==> config.mk <==
export PLATFORM = sky130hd
export DESIGN_NAME = hub75_scan_engine
export DESIGN_NICKNAME = d
export VERILOG_FILES = /design/src/rtl/hub75_pkg.sv /design/src/rtl/hub75_row_select.sv /design/src/rtl/hub75_scan_engine.sv
export SDC_FILE = /design/constraint.sdc
export NUM_CORES = 1
export LEC_CHECK = 0
export BUFFER_PORTS_ARGS = -buffer_cell sky130_fd_sc_hd__buf_2
export CAP_MARGIN = 10
export CORE_MARGIN = 4
export CORE_UTILIZATION = 52
export DETAILED_ROUTE_END_ITERATION = 10
export MAX_ROUTING_LAYER = met4
export PLACE_DENSITY = 0.89
export SLEW_MARGIN = 20
export SYNTH_ARGS = -nofsm -noshare
export SYNTH_HDL_FRONTEND = slang
export SYNTH_SLANG_ARGS = --single-unit
==> constraint.sdc <==
create_clock -name clk_i -period 3.12 [get_ports clk_i]
set_input_delay 0.624 -clock clk_i [delete_from_list [all_inputs] [get_ports clk_i]]
set_output_delay 0.624 -clock clk_i [all_outputs]
set_load 0.01 [all_outputs]
==> src/rtl/hub75_pkg.sv <==
// Shared types and helpers for the HUB75 scan engine: FSM states, width helpers
// and the bit layout of a packed framebuffer word.
package hub75_pkg;

  typedef enum logic [2:0] {
    IDLE,
    SHIFT,
    WAIT_DISP,
    PRE_BLANK,
    LATCH,
    POST_BLANK
  } state_e;

  localparam int unsigned FIELDS_PER_CHAIN = 6;
  localparam int unsigned BRIGHT_W         = 8;

  function automatic int unsigned addr_w(input int unsigned n);
    return (n > 1) ? $clog2(n) : 1;
  endfunction

  // Widest load is 255 << (BITS-1+BASE_SHIFT), so this never overflows.
  function automatic int unsigned disp_cnt_w(input int unsigned bits, input int unsigned base_shift);
    return BRIGHT_W + bits - 1 + base_shift;
  endfunction

  // Field f (0=r1 .. 5=b2) of chain c; r1 is the most significant field of a chain.
  function automatic int unsigned field_lsb(input int unsigned c, input int unsigned f,
                                            input int unsigned bits);
    return (c * FIELDS_PER_CHAIN + (FIELDS_PER_CHAIN - 1 - f)) * bits;
  endfunction

endpackage

==> src/rtl/hub75_row_select.sv <==
// Row shift-register driver: one row_clk pulse per row advance, with row_data
// high only on the pulse that clocks in row 0.
module hub75_row_select (
  input  logic clk_i,
  input  logic rst_ni,
  input  logic advance_i,
  input  logic row_is_zero_i,
  output logic row_clk_o,
  output logic row_data_o
);

  logic row_clk_q, row_clk_d;
  logic row_data_q, row_data_d;

  assign row_clk_d  = advance_i;
  assign row_data_d = advance_i & row_is_zero_i;

  always_ff @(posedge clk_i or negedge rst_ni) begin
    if (!rst_ni) begin
      row_clk_q  <= 1'b0;
      row_data_q <= 1'b0;
    end else begin
      row_clk_q  <= row_clk_d;
      row_data_q <= row_data_d;
    end
  end

  assign row_clk_o  = row_clk_q;
  assign row_data_o = row_data_q;

endmodule

==> src/rtl/hub75_scan_engine.sv <==
// HUB75 scan engine: column shifter, BCM display timer and row sequencing.
// Define HUB75_GHOST_BLANK_EN for a 4x blank window with zeroed rgb on row change.
module hub75_scan_engine
  import hub75_pkg::*;
#(
  parameter int unsigned CHAINS     = 2,
  parameter int unsigned COLS       = 64,
  parameter int unsigned ROWS       = 32,
  parameter int unsigned BITS       = 8,
  parameter int unsigned BASE_SHIFT = 2,
  parameter int unsigned BLANK_CYC  = 4
) (
  input  logic                                   clk_i,
  input  logic                                   rst_ni,
  input  logic                                   enable_i,
  input  logic [7:0]                             brightness_i,
  output logic [addr_w(ROWS)+addr_w(COLS)-1:0]   fb_raddr_o,
  output logic                                   fb_re_o,
  input  logic [CHAINS*FIELDS_PER_CHAIN*BITS-1:0] fb_rdata_i,
  output logic [CHAINS*FIELDS_PER_CHAIN-1:0]     rgb_o,
  output logic                                   clk_out_o,
  output logic                                   lat_o,
  output logic                                   blank_o,
  output logic                                   row_clk_o,
  output logic                                   row_data_o,
  output logic                                   frame_done_o
);

  localparam int unsigned ROW_W = addr_w(ROWS);
  localparam int unsigned COL_W = addr_w(COLS);
  localparam int unsigned BIT_W = addr_w(BITS);
  localparam int unsigned CNT_W = disp_cnt_w(BITS, BASE_SHIFT);
  localparam int unsigned NRGB  = CHAINS * FIELDS_PER_CHAIN;
  localparam int unsigned PH_W  = addr_w(2 * COLS + 4 * BLANK_CYC + 2);
`ifdef HUB75_GHOST_BLANK_EN
  localparam int unsigned ROW_BLANK_CYC = 4 * BLANK_CYC;
`else
  localparam int unsigned ROW_BLANK_CYC = BLANK_CYC;
`endif
  localparam int unsigned ROW_STROBE_PH = (ROW_BLANK_CYC / 2 > 0) ? ROW_BLANK_CYC / 2 - 1 : 0;

  state_e           state_q, state_d;
  logic [PH_W-1:0]  ph_q, ph_d;
  logic [ROW_W-1:0] row_q, row_d;
  logic [BIT_W-1:0] bit_q, bit_d;
  logic [BIT_W-1:0] lat_bit_q, lat_bit_d;
  logic [7:0]       bright_q, bright_d;
  logic [CNT_W-1:0] disp_q, disp_d;
  logic             shifted_q, shifted_d;
  logic             clk_out_q, clk_out_d;
  logic             blank_q, blank_d;
  logic [NRGB-1:0]  rgb_q, rgb_d;
  logic [NRGB-1:0]  plane_bits;
  logic             new_row, row_last, bit_last, pre_last, post_last, shift_last, disp_zero;
  logic             row_adv;

  // row_q/bit_q name the plane being shifted, which is also the next one latched.
  assign new_row    = (bit_q == '0);
  assign row_last   = (row_q == ROW_W'(ROWS - 1));
  assign bit_last   = (bit_q == BIT_W'(BITS - 1));
  assign pre_last   = new_row ? (ph_q == PH_W'(ROW_BLANK_CYC - 1)) : (ph_q == PH_W'(BLANK_CYC - 1));
  assign post_last  = (ph_q == PH_W'(BLANK_CYC - 1));
  assign shift_last = (ph_q == PH_W'(2 * COLS));
  assign disp_zero  = (disp_q == '0);

  for (genvar gc = 0; gc < CHAINS; gc++) begin : g_chain
    for (genvar gf = 0; gf < FIELDS_PER_CHAIN; gf++) begin : g_field
      logic [BITS-1:0] field;
      assign field = fb_rdata_i[field_lsb(gc, gf, BITS) +: BITS];
      assign plane_bits[gc * FIELDS_PER_CHAIN + FIELDS_PER_CHAIN - 1 - gf] = field[bit_q];
    end
  end

  always_ff @(posedge clk_i or negedge rst_ni) begin
    if (!rst_ni) state_q <= IDLE;
    else         state_q <= state_d;
  end

  always_comb begin
    state_d = state_q;
    unique case (state_q)
      IDLE:       if (enable_i)   state_d = SHIFT;
      SHIFT:      if (shift_last) state_d = WAIT_DISP;
      WAIT_DISP:  if (disp_zero)  state_d = shifted_q ? PRE_BLANK : IDLE;
      PRE_BLANK:  if (pre_last)   state_d = LATCH;
      LATCH:                      state_d = POST_BLANK;
      POST_BLANK: if (post_last)  state_d = enable_i ? SHIFT : WAIT_DISP;
      default:                    state_d = IDLE;
    endcase
  end

  // Reads run one column ahead of the shift clock: even phases fetch, odd phases present.
  always_comb begin
    fb_re_o      = 1'b0;
    fb_raddr_o   = '0;
    lat_o        = 1'b0;
    frame_done_o = 1'b0;
    row_adv      = 1'b0;
    unique case (state_q)
      SHIFT: begin
        if (!ph_q[0] && !shift_last) begin
          fb_re_o    = 1'b1;
          fb_raddr_o = {row_q, ph_q[COL_W:1]};
        end
      end
      PRE_BLANK: row_adv = new_row && (ph_q == PH_W'(ROW_STROBE_PH));
      LATCH: begin
        lat_o        = 1'b1;
        frame_done_o = row_last && bit_last;
      end
      default: ;
    endcase
  end

  always_comb begin
    ph_d      = (state_d != state_q) ? '0 : ph_q + PH_W'(1);
    row_d     = row_q;
    bit_d     = bit_q;
    lat_bit_d = lat_bit_q;
    bright_d  = bright_q;
    shifted_d = shifted_q;
    rgb_d     = rgb_q;
    clk_out_d = (state_q == SHIFT) && !ph_q[0] && (ph_q != '0);
    disp_d    = disp_zero ? '0 : disp_q - CNT_W'(1);
    if (state_q == SHIFT && ph_q[0]) rgb_d = plane_bits;
`ifdef HUB75_GHOST_BLANK_EN
    if (state_q == PRE_BLANK && new_row) rgb_d = '0;
`endif
    if (state_q == SHIFT && shift_last) shifted_d = 1'b1;
    if (state_q == LATCH) begin
      shifted_d = 1'b0;
      lat_bit_d = bit_q;
      bright_d  = brightness_i;
      if (bit_last) begin
        bit_d = '0;
        row_d = row_last ? '0 : row_q + ROW_W'(1);
      end else begin
        bit_d = bit_q + BIT_W'(1);
      end
    end
    if (state_q == POST_BLANK && post_last)
      disp_d = CNT_W'(bright_q) << (32'(lat_bit_q) + BASE_SHIFT);
    blank_d = (disp_d == '0);
  end

  always_ff @(posedge clk_i or negedge rst_ni) begin
    if (!rst_ni) begin
      ph_q      <= '0;
      row_q     <= '0;
      bit_q     <= '0;
      lat_bit_q <= '0;
      bright_q  <= '0;
      disp_q    <= '0;
      shifted_q <= 1'b0;
      clk_out_q <= 1'b0;
      blank_q   <= 1'b1;
      rgb_q     <= '0;
    end else begin
      ph_q      <= ph_d;
      row_q     <= row_d;
      bit_q     <= bit_d;
      lat_bit_q <= lat_bit_d;
      bright_q  <= bright_d;
      disp_q    <= disp_d;
      shifted_q <= shifted_d;
      clk_out_q <= clk_out_d;
      blank_q   <= blank_d;
      rgb_q     <= rgb_d;
    end
  end

  assign rgb_o     = rgb_q;
  assign clk_out_o = clk_out_q;
  assign blank_o   = blank_q;

  hub75_row_select u_row_select (
    .clk_i         (clk_i),
    .rst_ni        (rst_ni),
    .advance_i     (row_adv),
    .row_is_zero_i (row_q == '0),
    .row_clk_o     (row_clk_o),
    .row_data_o    (row_data_o)
  );

endmodule
### Word-level counts from Yosys, hierarchy flattened

Cells that the tools add are included.

| word-level totals | value |
|---|---|
| word-level logic and storage cells | 96 |
| flip-flop bits (word level) | 64 |
| output and inout port bits | 30 |

| operators by class | value |
|---|---|
| bitwise gates (word level) | 1 |
| reductions and logical operators | 18 |
| order comparisons | 1 |
| shift operators | 1 |
| equal/unequal tests | 11 |
| muxes and demuxes | 46 |
| add/subtract/negate cells | 5 |

Operator list:

| kind | number |
|---|---|
| $bmux 1 s3 | 12 |
| $logic_not 17->1 | 2 |
| $mux 17 | 2 |
| $mux 11 | 2 |
| $mux 1 | 19 |
| $mux 3 | 6 |
| $pmux 3 s6 | 1 |
| $shl 8x4->17 | 1 |
| $sub 17x1->17 const B | 1 |
| $eq 3x3->1 const B | 3 |
| $add 8x1->8 const B | 1 |
| $eq 8x1->1 const B | 1 |
| $eq 8x2->1 const B | 1 |
| $eq 8x8->1 const B | 1 |
| $logic_and 1x1->1 | 8 |
| $mux 8 | 1 |
| $reduce_bool 8->1 | 1 |
| $eq 3x2->1 const B | 2 |
| $logic_not 3->1 | 2 |
| $add 5x1->5 const B | 1 |
| $eq 5x5->1 const B | 1 |
| $logic_not 5->1 | 1 |
| $mux 5 | 1 |
| $add 3x2->4 const B | 1 |
| other kinds (9) | 11 |

### Longest topological paths before layout

| logic depth | value |
|---|---|
| depth in word-level cells | 5 |
| depth in mapped cells | 9 |
| mapped depth without buffers | 9 |

### By module

A second synthesis with hierarchy kept.

| unflattened totals | value |
|---|---|
| cell total of the unflattened synthesis | 443 |
| area, all modules | 4554.4 um^2 |

Modules (own cells, without submodules):

| module | sequential area each (um^2) | area each (um^2) | cells an instance | instances |
|---|---|---|---|---|
| hub75_scan_engine | 1552.7 | 4498.1 | 440 | 1 |
| hub75_row_select | 50.0 | 56.3 | 3 | 1 |

### Worst setup path after synthesis

No wires, ideal clock.

| timing path | value |
|---|---|
| path type | register to register |
| start point | register lat_bit_q[1] |
| end point | register blank_q, in the netlist blank_o |
| stages on the path, launching flop included | 9 |
| period minus slack after synthesis | 2501 ps |
| setup time | 63 ps |
| data required time | 3057 ps |
| buffers on the path | 0 |
| data arrival time | 2438 ps |
| path slack | 619 ps |
| cell sequence | dfrtp_1 -> ha_1 -> inv_1 -> mux2_4 -> a22oi_2 -> a31oi_1 -> a2111oi_0 -> or3b_1 -> and4b_1 |

| on the way | value |
|---|---|
| word-level cells in the longest chain between the ends | 4 |

RTL lines:

| what | line | RTL |
|---|---|---|
| start, declared | hub75_scan_engine.sv:46 | `logic [BIT_W-1:0] lat_bit_q, lat_bit_d;` |
| start signal, assigned | hub75_scan_engine.sv:162 | `lat_bit_q <= lat_bit_d;` |
| $add 3x2->4 | hub75_scan_engine.sv:142 | `disp_d = CNT_W'(bright_q) << (32'(lat_bit_q) + BASE_SHIFT);` |
| $shl 8x4->17 | hub75_scan_engine.sv:142 |  |
| $mux 17 | hub75_scan_engine.sv:141 | `if (state_q == POST_BLANK && post_last)` |
| $logic_not 17->1 | hub75_scan_engine.sv:143 | `blank_d = (disp_d == '0);` |
| via blank_d | hub75_scan_engine.sv:51 | `logic blank_q, blank_d;` |
| end signal, assigned | hub75_scan_engine.sv:167 | `blank_q <= blank_d;` |
| end, declared | hub75_scan_engine.sv:51 |  |

The timed path passes the listed nets, and every way through them passes these cells.
A chain may end at the register's enable or synchronous reset.

### Worst setup path after layout

| timing path | value |
|---|---|
| start point | register lat_bit_q[0] |
| end point | register blank_q, in the netlist blank_o |

The elaborated chain is that of the path after synthesis.

==> impl_results.md <==
* Post-CTS sizing at 0
* Critical-path cell list: mux4_2, mux2_4, a22oi_2, a31oi_1, a2111oi_0, or3b_1, and4b_1
* Multi-input combinational cell area at between 2000 and 3000 sq um
* Synth Instances at 435
* Fillcell total at between 600 and 700
* Status: finished clean
* Ranking of synthesized cells by area: dfrtp_1 (36%), mux4_2 (13%), mux2i_1 (4.3%)
* Synth Flop Type: dfrtp_1
* Asr flop ratio synth at 1.00
* Min cycle time layout at 3.00 ns
* First drt pass iteration count at 5
* Worst Tran Pin Value at 0.627 ns
* Grt ovf at 0
* Met1 WL at ~4.5 mm
* Die ar. at 10100 sq um
* Post-CTS setup repair buffer count at 0
* Worst hold margin at around 0.21 ns
* Pre-CTS WS at 0.272 ns
* Layout cells sized above 1 at 0.377
* DIE WIDTH at approximately 100 microns
* Min-delay worst type: in2async
* Layout Utilization at 0.654
* WL final at between 10 and 15 mm
* Peak supply drop at 0.366 mV
* Max transition margin at 0.578
* Via density at between 5 and 6
* First-pass GRT wire length at ~19 mm
* Nets@finish at 690
* Delay of the slowest cell on the worst path at approximately 0.63 ns
* # Max-Cap Violations at 0
* PD cells at ~650 nW/um^2
* Non-filler instance count after layout at 681
* Worst Setup End Kind: flip-flop
* Startpoint Class: flip-flop
* Setup TNS at 0 ns
* YS warnings at 0
* Ports at 137
* Routed wl met2 at about 6.2 mm
* Routed wire per std cell at about 17 microns
* Peak Freq at around 0.33 GHz
* Setup violators final at 0
* WP data required at about 3.4 ns
* DP Wirelength at 9.32 mm
* Post-Place Cells at 665
* Iter 0 DRT Violations at around 170
* Largest net degree at the start of global routing at 28
* Top routing layer used: met4
* Total Routing Usage GR at 0.247
* Post-route ant nets at 0
* Critical Path Slowest Stage Cell: dfrtp_1
* Via count at roughly 4000
* Synth-to-layout area growth at 21.8%
* Hold-fix buffers, CTS at 0
* Post-DP Area at about 5200 sq um
* Worst setup margin at between 0.1 and 0.15 ns
* Core Area at around 8300 sq um
* CTS Root Cell: clkbuf_8
* Clk_lat worst skew at approximately 0.34 ns
* Register area share after synthesis at 0.362
* Die height at 100 microns
* Area share of the largest cell type after synthesis at 0.356
* Crit Path Max Fanout at 13
* Metal3 WL at 692 microns
* Synth Register Bits at 64
* Synth Cell Area at ~4400 sq um
* P_leak at 2.56 nW
* Number of CTS-inserted buffers at 9
* Unique cell type count in the Yosys netlist at between 60 and 70
* CTS Sinks at 64
* CTS tree: yes
* Power, Total at 3.53 mW
* Row Count at 33
* Htree depth at 3
* CP Data Arrival Time at 3.28 ns
* Post-synth EDFFs at 0
* Port Buffer Count at about 140
* DRC Markers at 0
* Initial Utilization at 0.537
* Cell taking the most area after synthesis: dfrtp_1
* Post-Syn Nets at 554
* RSZ-0062 raised after global routing: no
* Mapped Avg Cell Area at about 10 sq um
* Clock transition at the registers of the reported paths at ~0.070 ns
* Worst Path Class, Setup: reg2reg
* Clock Skew at roughly 0.011 ns
* Number of global-route vias before repair at 4105
* Antenna violations before repair at 0
* Sequential Area at around 1600 sq um
* GP Congestion at 0.932
* Max Slew Vio Count at 0
* Diodes inserted at 0
* Fin crit share at 0.961
* Hold Vio Cnt, Final at 0
* Design area at between 5000 and 6000 sq um
* Clk buf depth at 2
synthesized netlist by cell type, drive strengths merged (2+ instances only):
cell type	n
o22ai	9
a21oi	20
inv	15
nand3b	2
nor2b	3
mux2	18
or3	3
nand2	25
nand2b	5
a21o	4
buf	6
ha	12
and2	14
xnor2	9
or4	3
mux2i	19
and4b	2
nor2	46
dfrtp	63
nor3	11
nor3b	3
xor2	9
a22o	2
nor4	6
nand4b	3
a22oi	3
a31oi	6
nand3	14
mux4	26
and3b	3
o21ai	29
clkbuf	16
and3	4
final cells by class:
type / count / share of cell area
tap: 105 / 0.0243
inverter: 15 / 0.0104
timing repair buffer: 147 / 0.141
sequential: 64 / 0.297
multi-input combinational: 334 / 0.495
clock inverter: 1 / 0.000927
clock buffer: 15 / 0.0308
logic make-up (layout without fill, tap and decap cells):
logic type               after synthesis  in the layout  synth area share
buffers and inverters                 37            178            0.0364
adder cells (fa/ha/maj)               13             13            0.0361
AND/OR/NAND/NOR                      155            155             0.190
AO/OA/AOI/OAI                         85             85             0.119
multiplexers                          63             63             0.222
flip-flops                            64             64             0.362
XOR/XNOR                              18             18            0.0356
where the power goes:
part,total [mW],switching [mW],internal [mW],leakage (nW)
Clock,0.639,0.306,0.332,0.0877
Sequential,1.18,0.145,1.03,0.838
Combinational,1.72,0.919,0.801,1.63
layout by cell type (no fill, tap or decap), types with 3 or more instances in the layout:
master | Yosys | layout
a21oi_1 | 20 | 20
nor2b_1 | 3 | 3
mux2_2 | 15 | 15
buf_4 | 0 | 11
nand2_1 | 24 | 24
inv_1 | 15 | 15
xnor2_1 | 9 | 9
mux2i_1 | 19 | 19
o21ai_0 | 26 | 26
nand3_1 | 14 | 14
clkbuf_1 | 14 | 4
o22ai_1 | 9 | 9
or3_1 | 3 | 3
clkbuf_8 | 2 | 11
nor3_1 | 11 | 10
and2_1 | 13 | 13
ha_1 | 12 | 12
nor2_1 | 46 | 46
dfrtp_1 | 63 | 62
a31oi_1 | 6 | 6
mux4_2 | 26 | 26
buf_2 | 2 | 136
and3_1 | 4 | 4
xor2_1 | 9 | 9
nor3b_1 | 3 | 3
nor4_1 | 5 | 5
nand4b_1 | 3 | 3
nand2b_1 | 4 | 4
or4_1 | 3 | 3
worst paths after layout:
kind | from | end | slack (ns) | cells after the start
max reg2reg | lat_bit_q[0] | blank_o | 0.12 | 7
max in group asynchronous | rst_ni | bit_q[0] | 2.18 | 2
min reg2reg | lat_bit_q[2] | lat_bit_q[2] | 0.52 | 1
min in group clk_i | brightness_i[4] | bright_q[4] | 0.51 | 2
min | rst_ni | ph_q[2] | 0.21 | 1
max | lat_bit_q[0] | blank_o | 0.12 | 7
flip-flops by register name, summed over array words and instances (netlist names), 3 cells and up:
| signal | flops |
|---|---|
| disp_q | 17 |
| rgb_o | 12 |
| bright_q | 8 |
| ph_q | 8 |
| row_q | 5 |
| bit_q | 3 |
| lat_bit_q | 3 |
| state_q | 3 |
critical path: cells and delay by family (launching register included):
family,cells,cell delay [ns]
flip-flops,1,0.63
AO/OA/AOI/OAI,3,0.79
multiplexers,2,0.87
AND/OR/NAND/NOR,2,0.66
per-layer routing:
metal	vias up	track usage
met2	173	0.427
met5	-	-
met4	0	0.115
li1	1891	-
met3	33	0.0403
met1	1926	0.281
(Power assumes the default switching activity.)
